$ cat config.mk
export PLATFORM = sky130hd
export DESIGN_NAME = interrupt_arbiter
export DESIGN_NICKNAME = d
export VERILOG_FILES = /design/src/rtl/interrupt_pkg.sv /design/src/rtl/pin_synchronizer.sv /design/src/rtl/interrupt_arbiter.sv
export SDC_FILE = /design/constraint.sdc
export NUM_CORES = 1
export LEC_CHECK = 0
export ABC_AREA = 1
export ABC_CLOCK_PERIOD_IN_PS = 1200
export BUFFER_PORTS_ARGS = -buffer_cell sky130_fd_sc_hd__buf_2
export CAP_MARGIN = 20
export CELL_PAD_IN_SITES_DETAIL_PLACEMENT = 1
export CELL_PAD_IN_SITES_GLOBAL_PLACEMENT = 1
export CORE_MARGIN = 4
export CORE_UTILIZATION = 29
export DETAILED_ROUTE_END_ITERATION = 10
export PLACE_DENSITY_LB_ADDON = 0.1
export SYNTH_ARGS = -nofsm -noshare
export SYNTH_HDL_FRONTEND = slang
export SYNTH_SLANG_ARGS = --single-unit
$ cat constraint.sdc
create_clock -name clk -period 1.2 [get_ports clk]
set_input_delay 0.24 -clock clk [delete_from_list [all_inputs] [get_ports clk]]
set_output_delay 0.24 -clock clk [all_outputs]
set_load 0.005 [all_outputs]
$ cat src/rtl/interrupt_pkg.sv
// ---------------------------------------------------------------------------
// interrupt_pkg : source/state encodings and default vectors for the arbiter
// Rev 1.0
// ---------------------------------------------------------------------------
`default_nettype none

package interrupt_pkg;

    typedef enum logic [2:0] {
        SRC_NONE  = 3'd0,
        SRC_RESET = 3'd1,
        SRC_NMI   = 3'd2,
        SRC_IRQ   = 3'd3,
        SRC_BRK   = 3'd4
    } int_src_t;

    typedef enum logic [1:0] {
        RST_PEND = 2'd0,
        IDLE     = 2'd1,
        SERVICE  = 2'd2
    } arb_state_t;

    localparam logic [15:0] DEF_NMI_VECTOR = 16'hFFFA;
    localparam logic [15:0] DEF_RST_VECTOR = 16'hFFFC;
    localparam logic [15:0] DEF_IRQ_VECTOR = 16'hFFFE;

endpackage

`default_nettype wire

$ cat src/rtl/pin_synchronizer.sv
// ---------------------------------------------------------------------------
// pin_synchronizer : multi-flop synchroniser for an asynchronous input pin
// Rev 1.0
// ---------------------------------------------------------------------------
`default_nettype none

module pin_synchronizer #(
    parameter int   SYNC_STAGES = 2,
    parameter logic RESET_VAL   = 1'b1
) (
    input  logic clk,
    input  logic nrst,
    input  logic i_pin,
    output logic o_sync
);

    logic [SYNC_STAGES-1:0] r_sync;

    always_ff @(posedge clk or negedge nrst) begin
        if (!nrst) begin
            r_sync <= {SYNC_STAGES{RESET_VAL}};
        end else begin
            r_sync <= {r_sync[SYNC_STAGES-2:0], i_pin};
        end
    end

    assign o_sync = r_sync[SYNC_STAGES-1];

endmodule

`default_nettype wire

$ cat src/rtl/interrupt_arbiter.sv
// ---------------------------------------------------------------------------
// interrupt_arbiter : pin sync, NMI edge latch, priority and service FSM
// Rev 1.0
// ---------------------------------------------------------------------------
`default_nettype none

module interrupt_arbiter
    import interrupt_pkg::*;
#(
    parameter int          SYNC_STAGES = 2,
    parameter logic [15:0] NMI_VECTOR  = DEF_NMI_VECTOR,
    parameter logic [15:0] RST_VECTOR  = DEF_RST_VECTOR,
    parameter logic [15:0] IRQ_VECTOR  = DEF_IRQ_VECTOR
) (
    input  logic        clk,
    input  logic        nrst,
    input  logic        enableFFs,
    input  logic        irq_n,
    input  logic        nmi_n,
    input  logic        i_flag,
    input  logic        poll,
    input  logic        brk_inst,
    input  logic        vec_done,
    output logic        int_start,
    output logic        int_done,
    output int_src_t    int_src,
    output logic [15:0] vector,
    output logic        b_push,
    output logic        nmi_pend
);

    logic        w_irq_sync;
    logic        w_nmi_sync;
    logic        w_nmi_fall;
    logic        w_irq_req;
    logic        w_start;
    logic [15:0] w_vec;
    int_src_t    w_winner;

    logic        r_nmi_prev;
    logic        r_nmi_latch;
    arb_state_t  r_state;
    int_src_t    r_int_src;
    logic [15:0] r_vector;
    logic        r_b_push;

    pin_synchronizer #(.SYNC_STAGES(SYNC_STAGES), .RESET_VAL(1'b1)) u_irq_sync (
        .clk    (clk),
        .nrst   (nrst),
        .i_pin  (irq_n),
        .o_sync (w_irq_sync)
    );

    pin_synchronizer #(.SYNC_STAGES(SYNC_STAGES), .RESET_VAL(1'b1)) u_nmi_sync (
        .clk    (clk),
        .nrst   (nrst),
        .i_pin  (nmi_n),
        .o_sync (w_nmi_sync)
    );

    assign w_nmi_fall = r_nmi_prev & ~w_nmi_sync;
    assign w_irq_req  = ~w_irq_sync & ~i_flag;

    always_comb begin
        w_winner = SRC_NONE;
        if (r_state == RST_PEND)  w_winner = SRC_RESET;
        else if (r_nmi_latch)     w_winner = SRC_NMI;
        else if (w_irq_req)       w_winner = SRC_IRQ;
        else if (brk_inst)        w_winner = SRC_BRK;
    end

    always_comb begin
        case (w_winner)
            SRC_RESET:        w_vec = RST_VECTOR;
            SRC_NMI:          w_vec = NMI_VECTOR;
            SRC_IRQ, SRC_BRK: w_vec = IRQ_VECTOR;
            default:          w_vec = 16'h0000;
        endcase
    end

    // SERVICE never starts a new source, so nesting is impossible
    assign w_start   = enableFFs & poll & (r_state != SERVICE) & (w_winner != SRC_NONE);
    assign int_start = w_start;
    assign int_done  = enableFFs & vec_done & (r_state == SERVICE);

    // Edge detector is ungated; a fresh edge outranks the clear on the same clock
    always_ff @(posedge clk or negedge nrst) begin
        if (!nrst) begin
            r_nmi_prev  <= 1'b1;
            r_nmi_latch <= 1'b0;
        end else begin
            r_nmi_prev <= w_nmi_sync;
            if (w_nmi_fall) begin
                r_nmi_latch <= 1'b1;
            end else if (w_start && (w_winner == SRC_NMI)) begin
                r_nmi_latch <= 1'b0;
            end
        end
    end

    always_ff @(posedge clk or negedge nrst) begin
        if (!nrst) begin
            r_state   <= RST_PEND;
            r_int_src <= SRC_NONE;
            r_vector  <= 16'h0000;
            r_b_push  <= 1'b0;
        end else if (enableFFs) begin
            case (r_state)
                RST_PEND, IDLE: begin
                    if (w_start) begin
                        r_state   <= SERVICE;
                        r_int_src <= w_winner;
                        r_vector  <= w_vec;
                        r_b_push  <= (w_winner == SRC_BRK);
                    end
                end
                SERVICE: begin
                    if (vec_done) begin
                        r_state   <= IDLE;
                        r_int_src <= SRC_NONE;
                        r_vector  <= 16'h0000;
                        r_b_push  <= 1'b0;
                    end
                end
                default: begin
                    r_state <= RST_PEND;
                end
            endcase
        end
    end

    assign int_src  = r_int_src;
    assign vector   = r_vector;
    assign b_push   = r_b_push;
    assign nmi_pend = r_nmi_latch;

endmodule

`default_nettype wire

# After elaboration in Yosys (flattened, before gate mapping)
# Index checks and enable logic that the tools add are counted.
dict set report op_classes {
  n_mux 19
  bitwise_logic 10
  eq_ne 9
  reduce_logical 9
}
# operator n
set op_table {}
lappend op_table {{$pmux W16 S3} 1}
lappend op_table {{$mux W16} 2}
lappend op_table {{$pmux W16 S2} 1}
lappend op_table {{$mux W3} 6}
lappend op_table {{$and A1 B1 Y1} 7}
lappend op_table {{$eq A3 B2 Y1 const B} 2}
lappend op_table {{$ne A2 B2 Y1 const B} 3}
lappend op_table {{$pmux W3 S2} 1}
lappend op_table {{$mux W1} 4}
lappend op_table {{$mux W2} 2}
lappend op_table {{$pmux W2 S2} 1}
lappend op_table {{$reduce_and A4 Y1} 1}
lappend op_table {{$reduce_bool A2 Y1} 2}
lappend op_table {{$reduce_or A2 Y1} 2}
lappend op_table {{$eq A3 B1 Y1 const B} 1}
lappend op_table {{$eq A3 B3 Y1 const B} 1}
lappend op_table {{$not A1 Y1} 3}
lappend op_table {{$reduce_and A3 Y1} 1}
lappend op_table {{$reduce_bool A3 Y1} 1}
lappend op_table {{$eq A2 B1 Y1 const B} 1}
lappend op_table {{$eq A2 B2 Y1 const B} 1}
lappend op_table {{$logic_not A2 Y1} 1}
lappend op_table {{$pmux W1 S2} 1}
lappend op_table {{$logic_and A1 B1 Y1} 1}
dict set report totals {
  word_cells 55
  out_inout_bits 23
  ff_bits 28
  inputBits 9
}

# Depth between registers and ports, before layout
dict set report logic_depth {
  word_depth 10
  depth_mapped 8
  ltp_nobuf 8
}

# Hierarchy
# From an unflattened synthesis, not the netlist that was laid out.
dict set report unflattened {
  cells_unflattened 84
  area_unflattened_um2 733.2
}
# mod n_inst seq_area_each_um2 cells_per_inst area_per_inst_um2
set modules_own_cells {}
lappend modules_own_cells {interrupt_arbiter 1 276.5 80 628.1}
lappend modules_own_cells {pin_synchronizer 2 52.6 2 52.6}

# Worst setup path before layout
# Ideal clock, no wire load.
dict set report synth_path {
  path_type {register -> register}
  startpoint {register u_irq_sync.r_sync[1]}
  endpoint {register r_vector[2], in the netlist vector[2]}
  t_arrival_ps 994
  path_stages_with_launch 8
  path_slack_ps 85
  path_buffers 0
  path_cell_list {dfstp_2 > nor2_1 > nor2_1 > nand2_2 > nand2_1 > inv_1 > o211ai_1 > nand2_1}
}
dict set report synth_between {
  word_cells_on_any_way 17
  cone_classes {5 x eq/ne; 6 x mux; 3 x bitwise; 3 x reduce/logical}
}
# item line
set synth_lines {}
lappend synth_lines {{from (decl)} pin_synchronizer.sv:17} ;# logic [SYNC_STAGES-1:0] r_sync;
lappend synth_lines {{from (signal assigned)} pin_synchronizer.sv:21} ;# r_sync <= {SYNC_STAGES{RESET_VAL}};
lappend synth_lines {{from (signal assigned)} pin_synchronizer.sv:23} ;# r_sync <= {r_sync[SYNC_STAGES-2:0], i_pin};
lappend synth_lines {{$not A1 Y1} interrupt_arbiter.sv:62} ;# assign w_irq_req = ~w_irq_sync & ~i_flag;
lappend synth_lines {{$and A1 B1 Y1} interrupt_arbiter.sv:62}
lappend synth_lines {{$mux W3} interrupt_arbiter.sv:68} ;# else if (w_irq_req) w_winner = SRC_IRQ;
lappend synth_lines {{$mux W3} interrupt_arbiter.sv:67} ;# else if (r_nmi_latch) w_winner = SRC_NMI;
lappend synth_lines {{$mux W3} interrupt_arbiter.sv:66} ;# if (r_state == RST_PEND) w_winner = SRC_RESET;
lappend synth_lines {{$reduce_bool A3 Y1} interrupt_arbiter.sv:82} ;# assign w_start = enableFFs & poll & (r_state != SERVICE) & (w_winner != SRC_NONE);
lappend synth_lines {{$and A1 B1 Y1} interrupt_arbiter.sv:82}
lappend synth_lines {{net int_start} interrupt_arbiter.sv:24} ;# output logic int_start,
lappend synth_lines {{$ne A2 B2 Y1 (no source line)} --}
lappend synth_lines {{$reduce_and A4 Y1 (no source line)} --}
lappend synth_lines {{to (signal assigned)} interrupt_arbiter.sv:113} ;# r_vector <= w_vec;
lappend synth_lines {{to (decl)} interrupt_arbiter.sv:44} ;# logic [15:0] r_vector;
# The timed path passes the listed nets, and every way through them passes these cells. The select of a mux whose other input is x is not followed.
# A chain may end at the register's enable or synchronous reset.

# Final worst setup path
dict set report layout_path {
  startpoint {register u_irq_sync.r_sync[1]}
  endpoint {output int_start}
}
dict set report layout_between {
  elab_chain_cells 7
}
# item line
set layout_rtl {}
lappend layout_rtl {{$not A1 Y1} interrupt_arbiter.sv:62}
lappend layout_rtl {{$and A1 B1 Y1} interrupt_arbiter.sv:62}
lappend layout_rtl {{$mux W3} interrupt_arbiter.sv:68}
lappend layout_rtl {{$mux W3} interrupt_arbiter.sv:67}
lappend layout_rtl {{$mux W3} interrupt_arbiter.sv:66}
lappend layout_rtl {{$reduce_bool A3 Y1} interrupt_arbiter.sv:82}
lappend layout_rtl {{$and A1 B1 Y1} interrupt_arbiter.sv:82}
lappend layout_rtl {{to (decl)} interrupt_arbiter.sv:24}
# Every way passes these cells.

==> run summary <==
Final max-slew violation count: 0. The maximum fanout count along the critical path was 2. Detailed routing inserted a total of 657 vias. The period utilization is 1.25.

For this run the aggregate overflow at the end of global routing stands at 0. The number of antenna violations at the first check in global routing came out at 0. TritonCTS created 3 clock buffers. The first global-routing pass estimated 2900 um of wire.

Setup repair after global routing could not meet its margin everywhere. The tools report the maximum clock rate as 668 MHz. The run gives 676 as the via count of the first global-routing pass. Clock tree synthesis selected as its root buffer the cell clkbuf_4. The maximum number of pins on one net before global-route repair came out at 16. The synthesized design contains 15 register bits.

In the synthesized netlist, the number of instances is 83. In this run the count of I/O pins placed on the die edge is 32. For the fill cell instance count of the final layout, the log shows 273. The routed design has 1950 um of wire.

The run gives 0 as the number of diodes added for antenna fixing. The kind of critical path was register to output pin. The die extent in y is 58.0 um. The count of buffers inserted at the top-level ports is 30.

The worst hold path belongs to the class input port to register. In the routed design, unresolved DRC markers number 0. The final-report hold violation count came out at 0. The run gives 92 as the net count of the mapped netlist. Worst vdd rail ir drop: 1230 uV. The fraction of final layout cells with drive strength greater than 1 came out at 0.664. STA puts the critical path data required time at 0.96 ns.

The synthesized area divided by synthesized cell count is 8.74 sq um. For this run, the number of Yosys warnings is 0. For this run, the post-layout net count is 132. The tools report the total number of clock tree sinks as 15.

The maximum number of buffers from clock root to sink was 2; the standard cell core area was 0.00230 sq mm. The floorplan step defined a die boundary enclosing 0.00337 sq mm. Summed over all nets, the half-perimeter wirelength after detailed placement is 1270 um.

In this run the power density over the cells is 2140 mW/mm^2. The checks that failed: negative setup slack. The portion of the post-synthesis area used by sequential elements was 0.526. The final setup violation count is 24, and the number of max-cap violations is 0. At the end of routability-driven placement, the weighted congestion stood at 0.792.

Number of distinct library cells after synthesis: 16. Global router's overall resource usage: 0.114. For the finished layout, the period the worst path requires is 1.50 ns. The number of nets with antenna violations after routing was 0. The clock reaches the later pin of the worst-skew pair after 0.27 ns. The clock edge transition at the registers on the reported setup and hold paths was 0.08 ns.

The tools report the share of the core filled with cells as 0.477. After layout, the design draws a total of 2.35 mW. The total standard cell area after synthesis is 726 sq um. The first TritonRoute pass finished after 2 iterations.

Wire length per cell after detailed routing: 13.0 um. STA classifies the critical path endpoint as an output pin. Between clock sinks in the finished design, the worst skew comes to 0.00235 ns. Post-detailed-route via-to-cell ratio: 4.38. The most frequent standard cell in the layout excluding fill and tap cells was buf_2.

The tools report the setup TNS as -2.88 ns. The layout overhead on the synthesized area works out to 51.0%. Timing analysis after detailed placement gives a worst setup slack of -0.105 ns. The flow ran to the end, but the final reports show violations. In this run the core area contains 17 standard-cell rows. For the CTS H-tree depth, the log shows 1.

The worst setup path is launched from a register. TritonCTS built the clock tree. The first routing iteration left 11 violations. The starting density of the core came out at 0.316.

For the worst setup path, the data arrival time is 1.26 ns. The die is 58.0 um wide. In the layout the commonest cells are buf_2, nand2_1, buf_4, nand2_2, buf_6. The run gives -0.297 ns as the worst setup margin. The run gives 0.585 nW as the reported leakage power.
==> synthesized netlist by cell type <==
cell | instances | area share
buf_4 | 13 | 0.13
conb_1 | 1 | 0.0052
dfrtp_1 | 10 | 0.34
dfstp_2 | 5 | 0.18
inv_1 | 6 | 0.031
inv_2 | 2 | 0.010
nand2_1 | 26 | 0.13
nand2_2 | 2 | 0.017
nand2_4 | 1 | 0.016
nand3_1 | 1 | 0.0069
nand3_2 | 1 | 0.014
nor2_1 | 5 | 0.026
nor2_2 | 4 | 0.034
o211ai_1 | 1 | 0.010
o21ai_0 | 2 | 0.014
o21ai_1 | 3 | 0.021
==> stage by stage <==
| stage | cell area (sq um) | hold WS, ns | std cells |
|---|---|---|---|
| floorplan | 726 | -0.0556 | 83 |
| global placement | 828 | 0.164 | 130 |
| detailed placement | 828 | 0.166 | 130 |
| CTS | 943 | 0.0442 | 142 |
| global route | 1100 | 0.0354 | 150 |
| finish | 1100 | 0.0590 | 150 |
==> power breakdown <==
part	switching, mW	leakage [nW]	internal, mW
sequential	0.135	0.176	0.649
clock	0.141	0.0150	0.129
combinational	0.589	0.393	0.706
total	0.865	0.585	1.48
==> critical path, stage by stage (launching register included) <==
cell,delay [ns]
dfstp_2,0.56
nor2_4,0.04
nor2_2,0.08
nand2_2,0.07
nand2_2,0.07
inv_2,0.05
buf_6,0.11
==> final timing paths <==
path / depth (start not counted) / to / slack (ns) / startpoint
setup / recovery: 6 / int_start / -0.30 / u_irq_sync.r_sync[1]
min in group asynchronous: 2 / int_src[0] / 0.40 / nrst
max in group asynchronous: 2 / r_nmi_prev / 0.50 / nrst
hold reg to reg: 0 / u_irq_sync.r_sync[1] / 0.36 / u_irq_sync.r_sync[0]
hold / removal: 1 / u_nmi_sync.r_sync[0] / 0.06 / nmi_n
setup reg to reg: 10 / b_push / -0.25 / u_irq_sync.r_sync[1]
==> timing repair <==
| action | 4_1_cts | 5_1_grt |
|---|---|---|
| pin swaps | 5 | 5 |
| setup endpoints to repair | 24 | 25 |
| buffers inserted | 7 | 9 |
| hold endpoints to repair | 10 | 0 |
| resized for setup | 8 | 25 |
| hold buffers | 1 | 0 |
==> per-layer routing <==
| layer | global-route usage | up-vias | wire [um] |
|---|---|---|---|
| met1 | 0.109 | 322 | 701 |
| met5 | 0 | - | 0 |
| li1 | - | 317 | - |
| met2 | 0.221 | 18 | 1130 |
| met3 | 0.0535 | 0 | 117 |
| met4 | 0.0232 | 0 | 0 |
==> registers in the layout (all words and copies together), names as in the netlist <==
name               flops
r_state                2
vector                 3
b_push                 1
int_src                3
nmi_pend               1
r_nmi_prev             1
u_nmi_sync.r_sync      2
u_irq_sync.r_sync      2
==> layout make-up <==
type	count	area, sq um	share of cell area
Multi-Input combinational cell	47	278	0.253
Sequential cell	15	384	0.350
Clock buffer	4	26.3	0.0240
Inverter	8	30.0	0.0274
Timing Repair Buffer	48	343	0.313
Tap cell	28	35.0	0.0320
==> kinds of logic (layout without fill, tap and decap cells) <==
logic type	Yosys count	in the layout	share of synthesized area
AND/OR/NAND/NOR	40	40	0.248
buffers and inverters	21	60	0.176
AO/OA/AOI/OAI	6	6	0.0448
flip-flops	15	15	0.526
other	1	1	0.00517
Note: power is estimated with default switching activity, not from simulation.
